## config.mk

```make
export PLATFORM = sky130hd
export DESIGN_NAME = tm1638_count_scheduler_flat
export DESIGN_NICKNAME = d
export VERILOG_FILES = /design/src/rtl/tm1638_count_scheduler_if.sv /design/src/rtl/tm1638_count_scheduler.sv /design/src/flat_wrapper.sv
export SDC_FILE = /design/constraint.sdc
export NUM_CORES = 1
export LEC_CHECK = 0
export ABC_CLOCK_PERIOD_IN_PS = 4550
export CORE_MARGIN = 2
export CORE_UTILIZATION = 60
export CTS_CLUSTER_DIAMETER = 100
export CTS_CLUSTER_SIZE = 20
export DETAILED_ROUTE_END_ITERATION = 16
export DONT_BUFFER_PORTS = 1
export PLACE_DENSITY = 0.78
export SETUP_SLACK_MARGIN = 0.5
export SYNTH_ARGS = -nofsm -noshare
export SYNTH_HDL_FRONTEND = slang
export SYNTH_SLANG_ARGS = --single-unit
```

## constraint.sdc

```tcl
create_clock -name clk -period 4.55 [get_ports clk]
set_input_delay 0.455 -clock clk [delete_from_list [all_inputs] [get_ports clk]]
set_output_delay 0.455 -clock clk [all_outputs]
set_load 0.1 [all_outputs]
```

## src/rtl/tm1638_count_scheduler_if.sv

```systemverilog
`default_nettype none
// ============================================================================
// Module  : tm1638_count_scheduler_if
// Brief   : Counter handshake and TM1638 pin bundle for the count scheduler.
// Revision: 1.0 - initial release
// ============================================================================
interface tm1638_count_scheduler_if;
   logic       en;
   logic [7:0] val0;
   logic [7:0] val1;
   logic       cnt_en;
   logic       busy;
   logic       frame_done;
   logic       tm_stb;
   logic       tm_clk;
   logic       tm_dio;

   modport master (
      output en, val0, val1,
      input  cnt_en, busy, frame_done, tm_stb, tm_clk, tm_dio
   );

   modport slave (
      input  en, val0, val1,
      output cnt_en, busy, frame_done, tm_stb, tm_clk, tm_dio
   );
endinterface
`default_nettype wire

```

## src/rtl/tm1638_count_scheduler.sv

```systemverilog
`default_nettype none
// ============================================================================
// Module  : tm1638_count_scheduler
// Brief   : Periodic count strobe plus one TM1638 refresh frame per tick.
// Revision: 1.0 - initial release
// ============================================================================
module tm1638_count_scheduler #(
   parameter int         CLK_DIV  = 4,
   parameter int         TICK_DIV = 1000000,
   parameter logic [2:0] BRIGHT   = 3'd7
) (
   input wire logic                clk,
   input wire logic                rst_n,
   tm1638_count_scheduler_if.slave bus
);
   localparam int c_TW = (TICK_DIV > 1) ? $clog2(TICK_DIV) : 1;
   localparam int c_DW = (CLK_DIV > 1) ? $clog2(CLK_DIV) : 1;
   localparam logic [c_TW-1:0] c_TICK_LAST = c_TW'(TICK_DIV - 1);
   localparam logic [c_DW-1:0] c_DIV_LAST  = c_DW'(CLK_DIV - 1);

   typedef enum logic [2:0] {
      S_IDLE   = 3'd0,
      S_SETUP  = 3'd1,
      S_BIT_LO = 3'd2,
      S_BIT_HI = 3'd3,
      S_HOLD   = 3'd4,
      S_GAP    = 3'd5,
      S_DONE   = 3'd6
   } state_t;

   state_t          r_state, w_state_nx;
   logic [c_TW-1:0] r_tick;
   logic [c_DW-1:0] r_div;
   logic            r_pend;
   logic [1:0]      r_grp;
   logic [4:0]      r_byte;
   logic [2:0]      r_bit;
   logic [7:0]      r_v0, r_v1;

   logic       w_wrap, w_idle, w_trig, w_phase_end, w_last_byte;
   logic [3:0] w_addr, w_nib;
   logic [7:0] w_seg, w_byte;
   logic       w_stb, w_sclk, w_dio, w_busy, w_done;

   assign w_wrap      = bus.en && (r_tick == c_TICK_LAST);
   assign w_idle      = (r_state == S_IDLE);
   assign w_trig      = w_idle && bus.en && (w_wrap || r_pend);
   assign w_phase_end = (r_div == c_DIV_LAST);
   // Only the data group carries more than one byte: 0xC0 plus 16 data bytes.
   assign w_last_byte = (r_grp == 2'd1) ? (r_byte == 5'd16) : 1'b1;

   always_comb begin
      w_addr = r_byte[3:0] - 4'd1;
      case (w_addr[2:1])
         2'd0:    w_nib = r_v1[7:4];
         2'd1:    w_nib = r_v1[3:0];
         2'd2:    w_nib = r_v0[7:4];
         default: w_nib = r_v0[3:0];
      endcase
      case (w_nib)
         4'h0: w_seg = 8'h3F;  4'h1: w_seg = 8'h06;  4'h2: w_seg = 8'h5B;  4'h3: w_seg = 8'h4F;
         4'h4: w_seg = 8'h66;  4'h5: w_seg = 8'h6D;  4'h6: w_seg = 8'h7D;  4'h7: w_seg = 8'h07;
         4'h8: w_seg = 8'h7F;  4'h9: w_seg = 8'h6F;  4'hA: w_seg = 8'h77;  4'hB: w_seg = 8'h7C;
         4'hC: w_seg = 8'h39;  4'hD: w_seg = 8'h5E;  4'hE: w_seg = 8'h79;  default: w_seg = 8'h71;
      endcase
      w_byte = 8'h00;
      case (r_grp)
         2'd0: w_byte = 8'h40;
         2'd1: begin
            if (r_byte == 5'd0)
               w_byte = 8'hC0;
            else if (!w_addr[0] && !w_addr[3])
               w_byte = w_seg;   // even address below 8 -> digit 0..3
         end
         default: w_byte = {5'b10001, BRIGHT};
      endcase
   end

   always_ff @(posedge clk or negedge rst_n) begin
      if (!rst_n)
         r_state <= S_IDLE;
      else
         r_state <= w_state_nx;
   end

   always_comb begin
      w_state_nx = r_state;
      w_stb      = 1'b1;
      w_sclk     = 1'b1;
      w_dio      = 1'b1;
      w_busy     = 1'b1;
      w_done     = 1'b0;
      case (r_state)
         S_IDLE: begin
            w_busy = 1'b0;
            if (w_trig) w_state_nx = S_SETUP;
         end
         S_SETUP: begin
            w_stb = 1'b0;
            if (w_phase_end) w_state_nx = S_BIT_LO;
         end
         S_BIT_LO: begin
            w_stb  = 1'b0;
            w_sclk = 1'b0;
            w_dio  = w_byte[r_bit];
            if (w_phase_end) w_state_nx = S_BIT_HI;
         end
         S_BIT_HI: begin
            w_stb = 1'b0;
            w_dio = w_byte[r_bit];
            if (w_phase_end)
               w_state_nx = (r_bit == 3'd7 && w_last_byte) ? S_HOLD : S_BIT_LO;
         end
         S_HOLD: begin
            w_stb = 1'b0;
            if (w_phase_end) w_state_nx = S_GAP;
         end
         S_GAP: begin
            if (w_phase_end) w_state_nx = (r_grp == 2'd2) ? S_DONE : S_SETUP;
         end
         S_DONE: begin
            w_busy     = 1'b0;
            w_done     = 1'b1;
            w_state_nx = S_IDLE;
         end
         default: begin
            w_busy     = 1'b0;
            w_state_nx = S_IDLE;
         end
      endcase
   end

   always_ff @(posedge clk or negedge rst_n) begin
      if (!rst_n) begin
         r_tick <= '0;
         r_pend <= 1'b0;
         r_div  <= '0;
         r_grp  <= 2'd0;
         r_byte <= 5'd0;
         r_bit  <= 3'd0;
         r_v0   <= 8'h00;
         r_v1   <= 8'h00;
      end else begin
         if (bus.en)
            r_tick <= w_wrap ? '0 : r_tick + 1'b1;
         // At most one queued frame; extra wraps during a frame are dropped.
         if (w_trig)
            r_pend <= 1'b0;
         else if (w_wrap && !w_idle)
            r_pend <= 1'b1;
         if (w_trig) begin
            r_v0  <= bus.val0;
            r_v1  <= bus.val1;
            r_grp <= 2'd0;
         end
         if (w_phase_end || r_state == S_IDLE || r_state == S_DONE)
            r_div <= '0;
         else
            r_div <= r_div + 1'b1;
         if (w_phase_end) begin
            case (r_state)
               S_SETUP: begin
                  r_bit  <= 3'd0;
                  r_byte <= 5'd0;
               end
               S_BIT_HI: begin
                  r_bit <= r_bit + 3'd1;
                  if (r_bit == 3'd7) r_byte <= r_byte + 5'd1;
               end
               S_GAP:   r_grp <= r_grp + 2'd1;
               default: ;
            endcase
         end
      end
   end

   assign bus.cnt_en     = w_wrap;
   assign bus.busy       = w_busy;
   assign bus.frame_done = w_done;
   assign bus.tm_stb     = w_stb;
   assign bus.tm_clk     = w_sclk;
   assign bus.tm_dio     = w_dio;
endmodule
`default_nettype wire
```

## src/flat_wrapper.sv

```systemverilog
// flat-port wrapper written by rule: the top's interface ports become plain ports
module tm1638_count_scheduler_flat 
#(
   parameter int         CLK_DIV  = 4,
   parameter int         TICK_DIV = 1000000,
   parameter logic [2:0] BRIGHT   = 3'd7
)
  (clk, rst_n, bus_en, bus_val0, bus_val1, bus_cnt_en, bus_busy, bus_frame_done, bus_tm_stb, bus_tm_clk, bus_tm_dio);
  tm1638_count_scheduler_if bus_i ();
  input wire logic clk;
  input wire logic rst_n;
  input wire logic [$bits(bus_i.en)-1:0] bus_en;
  input wire logic [$bits(bus_i.val0)-1:0] bus_val0;
  input wire logic [$bits(bus_i.val1)-1:0] bus_val1;
  output wire logic [$bits(bus_i.cnt_en)-1:0] bus_cnt_en;
  output wire logic [$bits(bus_i.busy)-1:0] bus_busy;
  output wire logic [$bits(bus_i.frame_done)-1:0] bus_frame_done;
  output wire logic [$bits(bus_i.tm_stb)-1:0] bus_tm_stb;
  output wire logic [$bits(bus_i.tm_clk)-1:0] bus_tm_clk;
  output wire logic [$bits(bus_i.tm_dio)-1:0] bus_tm_dio;
  assign bus_i.en = bus_en;
  assign bus_i.val0 = bus_val0;
  assign bus_i.val1 = bus_val1;
  assign bus_cnt_en = bus_i.cnt_en;
  assign bus_busy = bus_i.busy;
  assign bus_frame_done = bus_i.frame_done;
  assign bus_tm_stb = bus_i.tm_stb;
  assign bus_tm_clk = bus_i.tm_clk;
  assign bus_tm_dio = bus_i.tm_dio;
  tm1638_count_scheduler #(.CLK_DIV(CLK_DIV), .TICK_DIV(TICK_DIV), .BRIGHT(BRIGHT)) u_core (.clk(clk), .rst_n(rst_n), .bus(bus_i));
endmodule
```

After elaboration in Yosys (flattened, before gate mapping)
Memory sizes are Yosys's and may differ from the RTL's.
Cells that the tools add are included.
{"block": "totals", "out_inout_bits": 6, "reg_bits": 52, "romBits": 112, "elab_cells": 93, "input_bits": 19, "mem_count": 1}
{"block": "classes", "magnitude_cmp": 1, "reduce_logical": 24, "eq_ne": 21, "muxes": 31, "addsub": 6}
{"name": "(no name shown)", "depth": 16, "word_bits": 7, "read_ports": 1, "rd_ports_with_merged_regs": 0, "write_ports": 0, "line": "tm1638_count_scheduler.sv:60", "source": "case (w_nib)"}
{"operator": "3-bit two-way mux", "count": 8}
{"operator": "20-bit by 1-bit adder with 20-bit output, second input constant", "count": 1}
{"operator": "20-bit == test, second input constant", "count": 1}
{"operator": "20-bit two-way mux", "count": 1}
{"operator": "3-bit one-hot mux with 6 select lines", "count": 1}
{"operator": "8-bit two-way mux", "count": 2}
{"operator": "8-bit one-hot mux with 2 select lines", "count": 1}
{"operator": "3-bit == test, second input constant", "count": 4}
{"operator": "2-bit by 1-bit != test with 1-bit output, second input constant", "count": 6}
{"operator": "4-bit one-hot mux with 3 select lines", "count": 1}
{"operator": "5-bit one-hot mux with 2 select lines", "count": 1}
{"operator": "1-bit two-way mux", "count": 9}
{"operator": "2-bit two-way mux", "count": 4}
{"operator": "2-bit == test, second input constant", "count": 3}
{"operator": "3-bit by 2-bit == test with 1-bit output, second input constant", "count": 2}
{"operator": "1-bit logical AND", "count": 6}
{"operator": "3-bit one-hot mux with 2 select lines", "count": 1}
{"operator": "6-bit AND reduction", "count": 1}
{"operator": "5-bit by 1-bit adder with 5-bit output, second input constant", "count": 1}
{"operator": "5-bit == test, second input constant", "count": 1}
{"operator": "5-bit logical NOT", "count": 1}
{"operator": "5-bit two-way mux", "count": 1}
{"operator": "5-bit OR reduction", "count": 1}
{"operator": "2-bit by 1-bit adder with 2-bit output, second input constant", "count": 2}
{"operator": "16 further kinds", "count": 23}

Logic depth before layout (Yosys ltp)
An unclocked memory read counts as a cell.
{"block": "logic_depth", "depth_word": 10, "mapped_depth": 12}

Worst setup path after synthesis
Ideal clock, no wire load.
{"block": "synth_path", "kind": "reg2out", "from": "reg u_core.r_byte[0]", "to": "out bus_tm_dio", "t_arrival_ps": 5340, "path_buffers": 2, "path_stages_with_launch": 11, "setup_slack_ps": -1245, "path_cell_list": "dfrtp_1 -> inv_1 -> ha_1 -> buf_2 -> mux4_2 -> clkbuf_1 -> ha_1 -> mux2_1 -> a211oi_1 -> a2111oi_1 -> nor4_1"}
{"block": "synth_between", "elab_chain_cells": 10, "elab_cells_between_ends": 16, "classes_between": "add/sub (1); eq/ne (2); mux (7); reduce/logical (5); memory (1)"}
{"element": "from (decl)", "line": "tm1638_count_scheduler.sv:36", "source": "logic [4:0] r_byte;"}
{"element": "from (signal assigned)", "line": "tm1638_count_scheduler.sv:168", "source": "if (r_bit == 3'd7) r_byte <= r_byte + 5'd1;"}
{"element": "4-bit by 1-bit subtractor with 4-bit output", "line": "tm1638_count_scheduler.sv:53", "source": "w_addr = r_byte[3:0] - 4'd1;"}
{"element": "2-bit == test, or another cell as far along", "line": "tm1638_count_scheduler.sv:54", "source": "case (w_addr[2:1])"}
{"element": "4-bit one-hot mux with 3 select lines", "line": "tm1638_count_scheduler.sv:54"}
{"element": "memory read 16 x 7 bit"}
{"element": "8-bit two-way mux", "line": "tm1638_count_scheduler.sv:72", "source": "else if (!w_addr[0] && !w_addr[3])"}
{"element": "8-bit two-way mux *", "line": "tm1638_count_scheduler.sv:70", "source": "if (r_byte == 5'd0)"}
{"element": "8-bit one-hot mux with 2 select lines *", "line": "tm1638_count_scheduler.sv:67", "source": "case (r_grp)"}
{"element": "1-bit binary-select mux with 3-bit select *", "line": "tm1638_count_scheduler.sv:105, tm1638_count_scheduler.sv:110"}
{"element": "1-bit two-way mux (implied by the code) *", "line": "tm1638_count_scheduler.sv:105, tm1638_count_scheduler.sv:110"}
{"element": "1-bit two-way mux *"}
{"element": "to (decl)", "line": "flat_wrapper.sv:20", "source": "output wire logic [$bits(bus_i.tm_dio)-1:0] bus_tm_dio;"}
Mark *: on every way between the ends. The rest lies on a longest branch, timed or not. The select of a mux whose other input is x is not followed.

Worst setup path in the final report
Ends and elaborated chain as after synthesis.

==> flow_summary.ini <==
[run_status]
status = finished clean

[worst_setup_path]
cp-endpoint = bus_tm_dio
reg2reg_from = u_core.r_tick[6]
rrSetupSlack_ns = 1.63
cpPeakStageDelay_ns = 0.59
timing.critical_path.from = u_core.r_byte[0]
crit_path_top_delay_cell = mux4_2
cp_cell_sequence = inv_1, ha_2, mux4_2, ha_1, mux2_1, a211oi_1, a2111oi_1, nor4_4, buf_6
critPathArrivalTime_ns = 3.36
crit_path_start_kind = register
reg2regPathDepth = 6
worstSetupPathType = register to output port
reg2reg_to = u_core.r_v0[2]
cp.required_ns = 4.09
worstPathMaxFanout = 6
critPathCaptureType = output port

[synthesis]
syn-cell-area_um2 = 2960
ys_seq_area_share_pct = 43.9
avgSynthCellArea_um2 = 9.90
ys_ff_latch = 52
yosysMostFrequentCell = dfrtp_1
yosysTopAreaCellShare_pct = 43.9
synth-edff-count = 0
synth_flop_cell = dfrtp_1
netlist_instances = 299
yosys.area.top_type = dfrtp_1
ys.warnings.count = 0
ys_async_sr_fraction_pct = 100
yosys-top-cells-area = dfrtp_1, mux2_2, ha_1, nand2_1, mux4_2
ys_top_cells_by_count = dfrtp_1, nand2_1, nor2_1
synth.net_count = 330
ys_types = 54

[power]
p_leak_nw = 1.38
cellPowerDensity_nw_per_um2 = 313
ir_drop_mv = 0.300

[cts]
clock_sinks = 52
tritoncts = yes
numCtsBuffers = 5
clockBufferDepth = 2
clock_latency_ns = 0.30
clk_pin_slew_ns = 0.10
cts_root_buffer = clkbuf_8
htreeDepth = 2

[timing]
finalSetupViolations = 0
finalHoldViolations = 0
skew_ns = 0.0111
fmax_mhz = 262
worst_pin_slew_ns = 1.19
setup_tns_ns = 0
rsz0062_at_grt = no
slew_headroom_pct = 20.5
fin_crit_sh_pct = 83.9
fin_crit_ns = 3.82
report.final.slew_viol_count = 0

[floorplanning]
core_area_um2 = 4750
die_y_um = 74.3
initial_core_util_pct = 62.3
rows = 25
die_x_um = 74.3
die-area_um2 = 5510
ios = 25

[placed_design]
portBuffers = 0
dpl.hpwl_mm = 4.00
placed_cell_area_um2 = 3010
gp_congestion = 0.867

[detailed_routing]
first_pass_iters = 4
drtIter0Drc = 79
drc = 0
drtAntennaViolNets = 0
viasPerCell = 5.80
wl_per_cell_um = 15.2
vias = 2123
drt-total-wl_mm = 5.56

[finish]
finish.net_count = 329
final_cell_area_um2 = 3190
seq_area_um2 = 1300
syn_to_final_growth_pct = 7.65
nFillCells = 385
multiInputGateArea_um2 = 1550
n_antenna_cell = 0
layout-drive-gt1-share_pct = 13.4

[global_routing]
grt_util_all_layers_pct = 22.3
grt-ovfl-total = 0
antenna_found_initial = 0
grt_pass1_vias = 2052
grt_pass1_wl_mm = 9.29
grt_max_degree = 53

[run]
drv_cap = 0

[min_path]
worstHoldPathType = input port to register
[where the power goes]
part           internal, W  leakage, nW  switching [W]
Combinational    0.0000692        0.634      0.0000672
Clock             0.000163       0.0541       0.000151
Sequential        0.000508        0.687      0.0000387
Total             0.000740         1.38       0.000257
[timing repair]
| action | 4_1_cts | 5_1_grt |
|---|---|---|
| setup buffers | 0 | 3 |
| endpoints found under the setup margin | 0 | 1 |
| gates resized for setup | 0 | 2 |
| hold endpoints to repair | 52 | 0 |
| hold buffers | 2 | 0 |
[metal layers]
metal	vias to the layer above	global-route usage, %	routed length (um)
li1	1048	-	-
met1	1045	29.9	2630
met2	22	36.8	2730
met3	8	5.01	129
met4	0	6.75	70
met5	-	0	0
[cell families (layout without fill, tap and decap cells)]
kind of cell	count (synthesis)	after routing	share of synthesized area (%)
AOI/OAI and AO/OA	53	53	11.8
xor gates and xnor gates	19	19	6.25
adders and majority gates	12	12	5.07
buffers and inverters	31	31	4.44
DFF	52	52	43.9
muxes	22	22	10.2
and+or+nand+nor	110	110	18.3
[stage by stage]
stage               instances  power, W  utilization [%]  hold slack, ns  worst slack [ns]
floorplan                 299  0.000651                -           0.159             0.537
global placement          353  0.000668             63.3           0.161              1.02
detailed placement        353  0.000676             63.3           0.161             0.882
CTS                       363   0.00100             66.4           0.241             0.539
global route              366   0.00105             67.1           0.242             0.553
finish                    366  0.000997             67.1           0.252             0.735
[state kept, by name, summed over array words and instances (netlist names)]
register,count
u_core.r_bit,3
u_core.r_byte,5
u_core.r_div,2
u_core.r_grp,2
u_core.r_pend,1
u_core.r_state,3
u_core.r_tick,20
u_core.r_v0,8
u_core.r_v1,8
[how the worst min path moves through the flow]
stage | cells after the start | to | start | slack [ns]
after global placement | 0 | u_core.r_v0[5] | rst_n | 0.16
after detailed placement | 0 | u_core.r_v0[1] | rst_n | 0.16
after global routing | 1 | u_core.r_tick[1] | bus_en | 0.24
after CTS | 1 | u_core.r_tick[1] | bus_en | 0.24
final | 1 | u_core.r_tick[1] | bus_en | 0.25
after floorplan | 0 | u_core.r_bit[0] | rst_n | 0.16
[layout by cell type (no fill, tap or decap), types with 2 or more instances in the layout]
master	n
a211oi_1	3
a21oi_1	6
a221oi_1	2
a22o_1	2
a311oi_1	2
and2_1	2
and3_1	4
buf_4	4
clkbuf_8	5
dfrtp_1	52
ha_1	11
inv_1	16
mux2_2	14
mux2i_1	2
mux4_2	5
nand2_1	35
nand2b_1	3
nand3_1	8
nand3b_1	2
nand4_1	6
nand4b_1	2
nor2_1	24
nor3_1	5
nor3b_1	4
o21ai_0	20
o22ai_1	3
o31ai_1	3
or3_1	6
xnor2_1	10
xor2_1	8
[area by class of cell]
class	count	area share, %
Multi-Input combinational cell	216	48.7
Sequential cell	52	40.8
Tap cell	67	2.63
Timing Repair Buffer	7	2.47
Clock buffer	5	2.16
Inverter	16	1.88
Clock inverter	3	1.33
[worst max-delay path: cells and delay by family, from the launching register on]
kind	cells	cell delay, ns
multiplexers	2	0.91
adder cells (fa/ha/maj)	2	0.70
buffers and inverters	2	0.37
AND/OR/NAND/NOR	1	0.24
flip-flops	1	0.45
AO/OA/AOI/OAI	2	0.38
No activity file was read; power rests on OpenSTA's default activity.
